`config.mk`:
```
export PLATFORM = sky130hd
export DESIGN_NAME = data_table_rd_arb
export DESIGN_NICKNAME = d
export VERILOG_FILES = /design/src/rtl/data_table_rd_arb.sv
export SDC_FILE = /design/constraint.sdc
export NUM_CORES = 1
export LEC_CHECK = 0
export CAP_MARGIN = 15
export CORE_MARGIN = 5
export CORE_UTILIZATION = 59
export CTS_BUF_LIST = sky130_fd_sc_hd__clkbuf_4
export CTS_CLUSTER_SIZE = 12
export DETAILED_ROUTE_END_ITERATION = 8
export DONT_BUFFER_PORTS = 1
export GPL_ROUTABILITY_DRIVEN = 1
export PLACE_DENSITY_LB_ADDON = 0.05
export RECOVER_POWER = 25
export SLEW_MARGIN = 30
export SYNTH_ARGS = -nofsm -noshare
export SYNTH_HDL_FRONTEND = slang
export SYNTH_SLANG_ARGS = --single-unit
```
`constraint.sdc`:
```
create_clock -name clk_i -period 2.2 [get_ports clk_i]
set_clock_uncertainty 0.05 [all_clocks]
set_input_delay 0.44 -clock clk_i [delete_from_list [all_inputs] [get_ports clk_i]]
set_output_delay 0.44 -clock clk_i [all_outputs]
set_load 0.02 [all_outputs]
```
`src/rtl/data_table_rd_arb.sv`:
```
// -----------------------------------------------------------------------------
// data_table_rd_arb
//
// Responder side of the data-table read interface. One data-table RAM read
// port is shared by CLIENTS_CNT chain walkers (search/insert/delete engines).
// The port is offered round-robin to clients that have no read in flight.
// An accepted offer becomes a RAM read. A valid/id pipe, RAM_LATENCY deep,
// follows each read through the fixed RAM latency, so the response goes back
// only to the client that issued it.
//
// Optional build feature (macro DATA_TABLE_RD_ARB_OUT_REG_EN):
//   defined   - rd_data_o / rd_data_val_o are registered; latency RAM_LATENCY+1
//   undefined - combinational response path; latency RAM_LATENCY
//
// Ports
//   clk_i          clock
//   rst_i          synchronous reset, active-high
//   rd_avail_o     per-client port offer (one-hot or zero)
//   rd_en_i        per-client read strobe
//   rd_addr_i      per-client read address, client i at [i*A_WIDTH +: A_WIDTH]
//   rd_data_o      response data, broadcast to all clients
//   rd_data_val_o  per-client response valid (one-hot or zero)
//   ram_busy_i     RAM port held by the table writer; no new reads are issued
//   ram_rd_en_o    RAM read enable
//   ram_rd_addr_o  RAM read address
//   ram_rd_data_i  RAM read data
//   proto_err_o    sticky flag: a client strobed rd_en without an offer
// -----------------------------------------------------------------------------
module data_table_rd_arb #(
    parameter int CLIENTS_CNT = 4,
    parameter int A_WIDTH     = 10,
    parameter int D_WIDTH     = 32,
    parameter int RAM_LATENCY = 2
) (
    input  logic                           clk_i,
    input  logic                           rst_i,
    output logic [CLIENTS_CNT-1:0]         rd_avail_o,
    input  logic [CLIENTS_CNT-1:0]         rd_en_i,
    input  logic [CLIENTS_CNT*A_WIDTH-1:0] rd_addr_i,
    output logic [D_WIDTH-1:0]             rd_data_o,
    output logic [CLIENTS_CNT-1:0]         rd_data_val_o,
    input  logic                           ram_busy_i,
    output logic                           ram_rd_en_o,
    output logic [A_WIDTH-1:0]             ram_rd_addr_o,
    input  logic [D_WIDTH-1:0]             ram_rd_data_i,
    output logic                           proto_err_o
);

    localparam int ID_W = $clog2(CLIENTS_CNT);

    typedef logic [D_WIDTH-1:0] ram_data_t;

    typedef struct packed {
        logic            val;
        logic [ID_W-1:0] id;
    } pipe_t;

    logic [ID_W-1:0]        ptr;
    logic [CLIENTS_CNT-1:0] outstanding;
    pipe_t                  pipe [RAM_LATENCY];
    logic                   proto_err;

    logic                   offer_found;
    logic [ID_W-1:0]        offer_idx;
    logic                   offer_valid;
    logic [CLIENTS_CNT-1:0] offer_mask;
    logic [CLIENTS_CNT-1:0] issue_mask;
    logic                   issue;
    logic                   violation;
    logic [CLIENTS_CNT-1:0] resp_mask;
    logic [CLIENTS_CNT-1:0] clear_mask;
    pipe_t                  pipe_last;

    // Round-robin scan: first client without an outstanding read, starting at ptr.
    // NOTE: every variable written here is given a default first, so no path
    // leaves it unassigned and no latch is inferred.
    always_comb begin : offer_scan
        int              idx;
        logic [ID_W-1:0] cand;
        offer_found = 1'b0;
        offer_idx   = '0;
        idx         = 0;
        cand        = '0;
        for (int k = 0; k < CLIENTS_CNT; k++) begin
            idx = int'(ptr) + k;
            if (idx >= CLIENTS_CNT) begin
                idx = idx - CLIENTS_CNT;
            end
            cand = ID_W'(idx);
            if (!offer_found && !outstanding[cand]) begin
                offer_found = 1'b1;
                offer_idx   = cand;
            end
        end
    end

    // No offer while the writer owns the RAM, or during reset. The reset gate
    // keeps the outputs quiet during the reset cycle itself.
    assign offer_valid = offer_found && !ram_busy_i && !rst_i;

    always_comb begin
        offer_mask = '0;
        if (offer_valid) begin
            offer_mask[offer_idx] = 1'b1;
        end
    end

    assign rd_avail_o  = offer_mask;
    assign issue_mask  = rd_en_i & offer_mask;
    assign issue       = |issue_mask;
    // A strobe without an offer is dropped here and only raises the flag.
    assign violation   = |(rd_en_i & ~offer_mask);
    assign ram_rd_en_o = issue;

    always_comb begin
        ram_rd_addr_o = '0;
        for (int i = 0; i < CLIENTS_CNT; i++) begin
            if (offer_idx == ID_W'(i)) begin
                ram_rd_addr_o = rd_addr_i[i*A_WIDTH +: A_WIDTH];
            end
        end
    end

    assign pipe_last = pipe[RAM_LATENCY-1];

    always_comb begin
        resp_mask = '0;
        for (int i = 0; i < CLIENTS_CNT; i++) begin
            resp_mask[i] = pipe_last.val && (pipe_last.id == ID_W'(i));
        end
    end

    // NOTE: state registers use non-blocking assignments so every register
    // samples pre-edge values, independent of statement order.
    // The latency pipe is reset as well: a stale valid left in it would
    // deliver a response to a client that no longer expects one.
    always_ff @(posedge clk_i) begin
        if (rst_i) begin
            ptr         <= '0;
            outstanding <= '0;
            proto_err   <= 1'b0;
            for (int k = 0; k < RAM_LATENCY; k++) begin
                pipe[k] <= '0;
            end
        end else begin
            // ptr moves past any offered client, accepted or not.
            if (offer_valid) begin
                ptr <= (offer_idx == ID_W'(CLIENTS_CNT-1)) ? '0 : offer_idx + 1'b1;
            end
            // Issue and clear never target the same client: an issue needs
            // outstanding=0 and a clear needs outstanding=1.
            outstanding <= (outstanding & ~clear_mask) | issue_mask;
            pipe[0]     <= '{val: issue, id: offer_idx};
            for (int k = 1; k < RAM_LATENCY; k++) begin
                pipe[k] <= pipe[k-1];
            end
            if (violation) begin
                proto_err <= 1'b1;
            end
        end
    end

    assign proto_err_o = proto_err;

`ifdef DATA_TABLE_RD_ARB_OUT_REG_EN
    ram_data_t              data_q;
    logic [CLIENTS_CNT-1:0] val_q;

    always_ff @(posedge clk_i) begin
        if (rst_i) begin
            data_q <= '0;
            val_q  <= '0;
        end else begin
            data_q <= ram_rd_data_i;
            val_q  <= resp_mask;
        end
    end

    // The client stays ineligible until it has actually seen its registered valid.
    assign clear_mask    = val_q;
    assign rd_data_o     = data_q;
    assign rd_data_val_o = val_q & {CLIENTS_CNT{!rst_i}};
`else
    assign clear_mask    = resp_mask;
    assign rd_data_o     = ram_rd_data_i;
    assign rd_data_val_o = resp_mask & {CLIENTS_CNT{!rst_i}};
`endif

endmodule
```
# Yosys cells after proc, flatten, opt, wreduce, memory -nomap -nowiden
# Memory sizes are Yosys's and may differ from the RTL's.
# Index checks and enable logic that the tools add are counted.
# op_classes
addsub,8
order_cmp,10
eq_ne,6
mux,33
bitwise_logic,9
reduce_logical,21
# ops
operator,count
$mux W10,4
$mux W2,9
$and A4 B4 Y4,4
$lt A2 B3 Y1 const B,5
$mux W1,12
$logic_and A1 B1 Y1,10
$ge A3 B3 Y1 const B,3
$bmux W1 S2,4
$eq A2 B2 Y1 const B,4
$not A4 Y4,2
$reduce_or A4 Y1,2
$sub A2 B1 Y2 const B,4
$logic_not A1 Y1,7
$add A2 B2 Y3 const B,2
$mux W3,2
$eq A2 B1 Y1 const B,2
$logic_not A2 Y1,2
$mux W4,1
$or A4 B4 Y4,1
$add A2 B1 Y3 const B,1
$ge A2 B3 Y1 const B,1
$add A2 B1 Y2 const B,1
$demux W1 S2,1
$ge A2 B1 Y1 const B,1
$or A1 B1 Y1,2
# word_totals
reg_bits,7
mem_bits_rw,6
out_inout_bits,52
elab_cells,91
n_memories,1
# mem_list
memory,depth,width,read_ports,rd_clocked_by_memory_dff,write_ports,line,rtl
pipe,2,3,2,0,2,60,pipe_t pipe [RAM_LATENCY];

# Logic depth before layout (Yosys ltp)
# Gate-level depths: netlist (run 1).
# depth
word_depth,22
mapped_depth,8

# Least setup slack after synthesis (run 1)
# No wires, ideal clock.
# synth_timing
path_kind,register -> output
from,register outstanding[0]
to,output ram_rd_addr_o[0]
t_arrival_ps,2182
t_required_ps,1710
path_slack_ps,-472
stages_incl_launch_ff,9
path_buffers,1
path_cell_list,dfxtp_1 or2_1 a21oi_1 a211o_1 ha_1 nor2b_1 buf_2 a221oi_1 o31ai_1
# synth_via
elab_chain_cells,16
# synth_rtl
item,line,rtl
"start, declared",59,logic [CLIENTS_CNT-1:0] outstanding;
"start signal, assigned",152,outstanding <= (outstanding & ~clear_mask) | issue_mask;
$bmux W1 S2,90,if (!offer_found && !outstanding[cand]) begin
$mux W1 (not written as such),90,
$logic_not A1 Y1,90,
$logic_and A1 B1 Y1,90,
$mux W1,90,
$logic_not A1 Y1,90,
$logic_and A1 B1 Y1,90,
$mux W1,90,
$logic_not A1 Y1,90,
$logic_and A1 B1 Y1,90,
$mux W2 *,90,
$logic_not A2 Y1,118,if (offer_idx == ID_W'(i)) begin
$mux W10 (3 in series),118,
$mux W10 *,118,
"end, declared",44,"output logic [A_WIDTH-1:0] ram_rd_addr_o,"
# Every way passes the cells marked *; elsewhere a longest branch is shown, timed or not. The select of a mux whose other input is x is not followed.

# Worst setup path in the final report (run 1)
# layout_timing
from,register outstanding[3]
to,output ram_rd_addr_o[2]
# The elaborated chain is that of the path after synthesis.

==> summary.md, run 1 <==
| Metric | Value |
|---|---|
| Status | complete, but fails checks |
| Failing checks | negative setup slack |
| R2r endpoint | proto_err_o |
| Min-delay src | rst_i |
| CTS tree | done |
| Slowest library cell on the worst path | dfxtp_4 |
| Placed Instance Area | 1563 um2 |
| Die H | 57.48 um |
| Slew HR | 77.09% |
| Routed Antenna Nets | 0 |
| Met3 WL | 474 um |
| I/O Pins | 131 |
| Max FO, Critical Path | 6 |
| Setup tns final | -5.523 ns |
| GPL Wtd Cong | 0.9011 |
| Worst VDD drop | 990.7 uV |
| Vias in the first global route | 1294 |
| FF-to-FF path depth | 8 |
| DR WL met2 | 2.351 mm |
| Share of cells above drive strength 1 | 56.52% |
| Final layout net count | 245 |
| Starting DRT DRC Count | 54 |
| CTS Root Buffer Type | clkbuf_4 |
| EDFF count, synth | 0 |
| Synthesized area per cell | 8.110 um2 |
| ANT cells | 0 |
| RR Startpoint | outstanding[3] |
| Max Cap Violations | 0 |
| Total Routed Length | 4.481 mm |
| Post-Syn Instances | 164 |
| Final Cycle Share | 122.0% |
| Worst Tran Pin Value | 0.3437 ns |
| FMAX | 0.3727 GHz |
| Placed wire-length estimate | 3.261 mm |
| Die area | 3304 um2 |
| DR top layer | met4 |
| Setup ws final | -0.4831 ns |
| Pin count of the biggest net entering global routing | 21 |
| Count of final setup violators | 15 |
| Clk buf depth | 2 |
| PD cells | 1196 nW/um2 |
| Initial Utilization | 60.71% |
| Post-route cell area | 1769 um2 |
| Cell family with most CP delay | compound AO/OA/AOI/OAI gates |
| Antenna violations before repair | 0 |
| Layout area overhead | 33.02% |
| Crit path largest cell delay | 0.38 ns |
| Area leader, netlist | dfxtp_1 |
| Critical Path Sink Type | output port |
| Mapped Nets | 247 |
| Post-layout min period | 2.683 ns |
| Worst Hold Class | in2reg |
| Commonest cells in the synthesized netlist | buf_4, nor2b_1, nand2_1, dfxtp_1, o31ai_1 |
| Top post-synthesis cells by area | dfxtp_1, buf_4, nor2b_1 |
| DP Worst Slack | -0.2135 ns |
| Hold Path Depth | 1 |
| Synth top area share | 19.57% |
| Critical path arrival | 2.19 ns |
| Top-count cell post-synth | buf_4 |
| Asr flop ratio synth | 0% |
| First-pass DRT Iterations | 4 |
| Setup crit start kind | flop |
| Clk sinks | 13 |
| Ys flop type | dfxtp_1 |
| Tot GR Track Use | 25.23% |
| Register area share after synthesis | 19.57% |
| Worst setup path class | reg2out |
| Vias post-DR | 1267 |
| Total number of H-tree levels | 1 |
| Grt total ovfl | 0 |
| P_leak | 0.6374 nW |
| CP Buf/Inv Count | 2 |
| #FFs+latches synth | 13 |
| First-pass GRT wire length | 6.568 mm |
| R2R Setup Slk | 0.03 ns |
| Pins Over Slew Limit | 0 |
| Crit path required time | 1.71 ns |
| Die extent in x | 57.48 um |
| CTS Buf Count | 3 |
| Input/output buffers | 0 |
| # rows | 17 |
| Core area | 2191 um2 |
| Synth Cell Area | 1330 um2 |
| Yosys cell types | 41 |
| Cell Chain, Critical Path | and2_1, a211o_1, buf_4, ha_4, nor2b_4, buf_6, a221oi_4, o31ai_4 |
| Hold worst-path end | outstanding[1] |
| Cell count along the critical path | 8 |
| RSZ-0062 raised after global routing | yes |
| Average wire per standard cell | 23.71 um |
| Synth warnings | 0 |
| Final hold viol count | 0 |
| Routed met1 length | 1.539 mm |
| # DRC | 0 |
| Clock transition at path regs | 0.08 ns |
| Insertion delay to the later sink of the worst-skew pair | 0.27 ns |
| Vias per cell | 6.704 |
## through the flow
| stage | power (W) | hold WS [ns] | utilization (%) | instances |
|---|---|---|---|---|
| final | 0.002115 | 0.1675 | 80.75 | 189 |
| after global placement | 0.001642 | 0.3666 | 71.33 | 177 |
| after detailed placement | 0.001671 | 0.3899 | 71.33 | 177 |
| after global routing | 0.002226 | 0.1526 | 80.75 | 189 |
| after CTS | 0.002007 | 0.1623 | 77.67 | 187 |
| after floorplan | 0.001509 | 0.3638 | - | 164 |
## metal layers
| metal | track usage [%] | vias to the layer above |
|---|---|---|
| met5 | 0 | - |
| met4 | 8.940 | 0 |
| met3 | 8.824 | 19 |
| met2 | 44.19 | 82 |
| met1 | 27.92 | 599 |
| li1 | - | 567 |
## area by class of cell
class	count	area [um2]
Sequential cell	13	271.5
Fill cell	129	421.7
Multi-Input combinational cell	107	1105
Inverter	4	15.01
Clock buffer	4	30.03
Timing Repair Buffer	33	312.8
Tap cell	28	35.03
## state kept, by name (all words and copies together) (netlist names)
name	count
pipe	6
outstanding	4
ptr	2
proto_err_o	1
## worst max-delay path by stage
stage	start	endpoint	slack (ns)
final	outstanding[3]	ram_rd_addr_o[2]	-0.48
after global routing	ptr[0]	ram_rd_addr_o[2]	-0.55
after CTS	outstanding[0]	ram_rd_addr_o[3]	-0.47
after detailed placement	ptr[0]	ram_rd_addr_o[3]	-0.21
after global placement	ptr[0]	ram_rd_addr_o[5]	-0.17
after floorplan	outstanding[0]	ram_rd_addr_o[3]	-0.16
## power breakdown
group / internal [W] / total, W / switching (W)
combinational: 0.000783 / 0.00165 / 0.000867
sequential: 0.000272 / 0.000308 / 0.0000361
clock: 0.0000827 / 0.000157 / 0.0000745
total: 0.00114 / 0.00212 / 0.000978
## kinds of logic (layout without fill, tap and decap cells)
| kind of cell | after synthesis | in the layout | share of synthesized area, % |
|---|---|---|---|
| AND/OR/NAND/NOR | 58 | 58 | 27.47 |
| AO/OA/AOI/OAI | 45 | 45 | 27.47 |
| buffers and inverters | 44 | 41 | 21.73 |
| flip-flops | 13 | 13 | 19.57 |
| adder cells (fa/ha/maj) | 4 | 4 | 3.763 |
## timing repair
action                                  CTS  global route
hold endpoints to repair                  0             0
endpoints found under the setup margin   15            16
buffers inserted                          6             2
hold buffers                              0             0
gates cloned                              0             1
gates resized for setup                  18            11
pin swaps                                10             8
## layout by cell type (no fill, tap or decap), types with 3 or more instances in the layout
cell type | Yosys | final
nand4_1 | 3 | 3
ha_2 | 0 | 3
buf_6 | 0 | 6
a221oi_2 | 0 | 4
inv_1 | 4 | 3
a21oi_1 | 7 | 6
nor2b_1 | 16 | 15
clkbuf_4 | 0 | 4
o31ai_4 | 0 | 9
nor2_2 | 2 | 3
a221oi_4 | 0 | 5
dfxtp_2 | 0 | 3
buf_4 | 32 | 24
dfxtp_1 | 13 | 8
and3_4 | 2 | 5
nand2_1 | 15 | 15
(Power assumes the default switching activity.)
==> inputs of run 2 (changes only) <==
--- a/config.mk
+++ b/config.mk
@@ -7,7 +7,7 @@
 export LEC_CHECK = 0
 export CAP_MARGIN = 15
 export CORE_MARGIN = 5
-export CORE_UTILIZATION = 59
+export CORE_UTILIZATION = 61
 export CTS_BUF_LIST = sky130_fd_sc_hd__clkbuf_4
 export CTS_CLUSTER_SIZE = 12
 export DETAILED_ROUTE_END_ITERATION = 8
@@ -15,7 +15,6 @@
 export GPL_ROUTABILITY_DRIVEN = 1
 export PLACE_DENSITY_LB_ADDON = 0.05
 export RECOVER_POWER = 25
-export SLEW_MARGIN = 30
 export SYNTH_ARGS = -nofsm -noshare
 export SYNTH_HDL_FRONTEND = slang
 export SYNTH_SLANG_ARGS = --single-unit
==> constraint.sdc (replaced) <==
create_clock -name clk_i -period 3.2 [get_ports clk_i]
set_clock_uncertainty 0.05 [all_clocks]
set_input_delay 0.64 -clock clk_i [delete_from_list [all_inputs] [get_ports clk_i]]
set_output_delay 0.64 -clock clk_i [all_outputs]
set_load 0.02 [all_outputs]
==> run 2 against run 1 <==
  * The run now ends clean
  * Count of clock-buffer cells in the layout unchanged
  * Utilization shrank 20 points
  * Combinational power down 55%
  * Worst hold slack better by 0.20 ns
  * Clock power shrank 30%
  * Sequential share of layout area up 4.9 points
  * Sequential cell count did not move
  * Final area decreased by 26%
  * Critical endpoint is now ram_rd_addr_o[5]
  * Largest power group unchanged
  * Highest routed layer unchanged
==> summary.md, run 2 (synthesis gave the netlist of run 1 again) <==
| Metric | Value |
|---|---|
| Count of final setup violators | 0 (was 15) |
| Die extent in x | 56.70 um (was 57.48 um) |
| Total power | 0.001069 W (was 0.002115 W) |
| DP Worst Slack | 0.09311 ns (was -0.2135 ns) |
| CTS tree | done (unchanged) |
| Insertion delay to the later sink of the worst-skew pair | 0.27 ns (about the same) |
| FMAX | 0.3324 GHz |
| Max FO, Critical Path | 15 (was 6) |
| Hold Path Depth | 1 (unchanged) |
| Vias in the first global route | 1089 (was 1294) |
| Worst Tran Pin Value | 0.5041 ns (was 0.3437 ns) |
| Slowest library cell on the worst path | a2111oi_4 (was dfxtp_4) |
| Most common cell after layout, fill and taps aside | buf_4 (unchanged) |
| Clk buf depth | 2 (unchanged) |
| Setup ws final | 0.1917 ns (was -0.4831 ns) |
| Clock transition at path regs | 0.08 ns (about the same) |
| Routed Antenna Nets | 0 (unchanged) |
| Pins Over Slew Limit | 0 (unchanged) |
| ANT cells | 0 (unchanged) |
| Grt total ovfl | 0 (unchanged) |
| # DRC | 0 (unchanged) |
| Status | completed (was complete, but fails checks) |
| Final hold slack | 0.3664 ns (was 0.1675 ns) |
| Layout area overhead | -2.070% (was 33.02%) |
| R2r endpoint | proto_err_o (unchanged) |
| Critical path arrival | 2.32 ns (was 2.19 ns) |
| Post-layout min period | 3.008 ns |
| Die H | 56.70 um (was 57.48 um) |
| Initial Utilization | 61.91% (was 60.71%) |
| CP Buf/Inv Count | 3 (was 2) |
| Reg with most FFs | pipe (unchanged) |
| R2R Setup Slk | 1.08 ns (was 0.03 ns) |
| Cell family with most CP delay | compound AO/OA/AOI/OAI gates (unchanged) |
| Input/output buffers | 0 (unchanged) |
| Slew HR | 65.53% (was 77.09%) |
| P_leak | 0.4830 nW (was 0.6374 nW) |
| Crit path required time | 2.51 ns (was 1.71 ns) |
| Max Cap Violations | 0 (unchanged) |
| Pin count of the biggest net entering global routing | 19 (was 21) |
| Setup crit start kind | flop (unchanged) |
| Antenna violations before repair | 0 (unchanged) |
| Worst setup path class | reg2out (unchanged) |
| I/O Pins | 131 (unchanged) |
| First-pass GRT wire length | 5.216 mm (was 6.568 mm) |
| Vias per cell | 6.491 (was 6.704) |
| Vias post-DR | 1136 (was 1267) |
| Share of cells above drive strength 1 | 28.57% (was 56.52%) |
| Fill count | 214 (was 129) |
| Worst Hold Class | in2reg (unchanged) |
| PD cells | 820.6 nW/um2 (was 1196 nW/um2) |
| Critical Path Sink Type | output port (unchanged) |
| Commonest cells after routing, fill and taps aside | buf_4, nand2_1, nor2b_1, o31ai_1, dfxtp_1 (was buf_4, nand2_1, nor2b_1, o31ai_4, dfxtp_1) |
| GRT busiest layer | met2 (unchanged) |
| Tot GR Track Use | 20.03% (was 25.23%) |
| RSZ-0062 raised after global routing | no (was yes) |
| Most used cell along the critical path | buf_4 |
| Met2 usage | 33.00% (was 44.19%) |
| Clk sinks | 13 (unchanged) |
| Final cell count without fillers | 175 (was 189) |
| Average wire per standard cell | 19.63 um (was 23.71 um) |
| Placed wire-length estimate | 2.686 mm (was 3.261 mm) |
| Total number of H-tree levels | 1 (unchanged) |
| FF-to-FF path depth | 9 (was 8) |
| Placed insts | 170 (was 177) |
| Grt met3 use | 11.26% (was 8.824%) |
| Final layout net count | 231 (was 245) |
| CTS Buf Count | 3 (unchanged) |
| Final Cycle Share | 94.01% |
| CTS Root Buffer Type | clkbuf_4 (unchanged) |
| RR Startpoint | outstanding[0] (was outstanding[3]) |
| Regs by FF count | pipe x6, outstanding x4, ptr x2 (unchanged) |
| Die area | 3214 um2 (was 3304 um2) |
| Cell Chain, Critical Path | buf_4, nor2b_4, a2111oi_4, or2_1, ha_2, buf_6, a221oi_1, o31ai_1, buf_4 (was and2_1, a211o_1, buf_4, ha_4, nor2b_4, buf_6, a221oi_4, o31ai_4) |
| Total Routed Length | 3.436 mm (was 4.481 mm) |
| GPL Wtd Cong | 0.8168 (was 0.9011) |
| Starting DRT DRC Count | 17 (was 54) |
| Setup tns final | 0 ns (was -5.523 ns) |
| Crit path largest cell delay | 0.35 ns (was 0.38 ns) |
| Hold worst-path end | outstanding[3] (was outstanding[1]) |
| Max reg flops | 6 (unchanged) |
| Final hold viol count | 0 (unchanged) |
| First-pass DRT Iterations | 4 (unchanged) |
| # rows | 17 (unchanged) |
| Min-delay src | rst_i (unchanged) |
| Worst VDD drop | 580.0 uV (was 990.7 uV) |
| Core area | 2148 um2 (was 2191 um2) |
| Met1 Use GR | 22.88% (was 27.92%) |
## run 2: changes by cell type in the layout (fill, tap and decap cells not counted), moves of 5 or more
cell / change
a221oi_1: +9
o31ai_1: +9
o31ai_4: -9
buf_4: -7
a221oi_4: -5
buf_6: -5
## run 2: how the worst max path moves through the flow
stage	slack, ns	depth (start not counted)	end	from
final	0.19	9	ram_rd_addr_o[5]	outstanding[0]
after CTS	0.03	8	ram_rd_addr_o[0]	outstanding[2]
after detailed placement	0.09	8	ram_rd_addr_o[0]	ptr[0]
after global placement	0.19	8	ram_rd_addr_o[9]	ptr[0]
after floorplan	0.33	8	ram_rd_addr_o[0]	outstanding[0]
after global routing	0.004	9	ram_rd_addr_o[1]	outstanding[0]
## run 2: stage by stage
step,instance area (um2),util (%)
CTS,1264,58.82
global placement,1226,57.08
floorplan,1330,-
global route,1303,60.63
finish,1303,60.63
detailed placement,1226,57.08
## run 2: worst register-to-register path, stage by stage, from the launching register on
cell       delay [ns]
dfxtp_1          0.34
buf_4            0.16
nor2b_4          0.05
a2111oi_4        0.35
or2_1            0.19
ha_2             0.26
buf_6            0.18
nor2b_1          0.07
o41ai_2          0.23
o221ai_2         0.13
## run 2: timing repair
action / in CTS / in global routing
gates resized for setup: 2 / 10
cloned: 0 / 1
setup buffers: 0 / 0
hold buffers: 0 / 0
endpoints found under the setup margin: 9 / 11
pin swaps: 0 / 1
## run 2: layer usage
metal / vias to the layer above / wire length, um
met5: - / 0
met4: 0 / 6
met3: 4 / 458
met2: 76 / 1687
met1: 519 / 1283
li1: 537 / -
## run 2: where the power goes
| part | internal, W | leakage (nW) | switching, W |
|---|---|---|---|
| clock | 0.0000568 | 0.0184 | 0.0000534 |
| combinational | 0.000335 | 0.357 | 0.000414 |
| sequential | 0.000186 | 0.108 | 0.0000237 |
## run 2: cell type report
type,count,area (um2),area share [%]
well taps,28,35.03,2.690
repair buffers,18,138.9,10.66
clock buffers,4,30.03,2.305
inverters,4,15.01,1.153
flip-flops and latches,13,264.0,20.27
multi-input cells,108,819.5,62.92
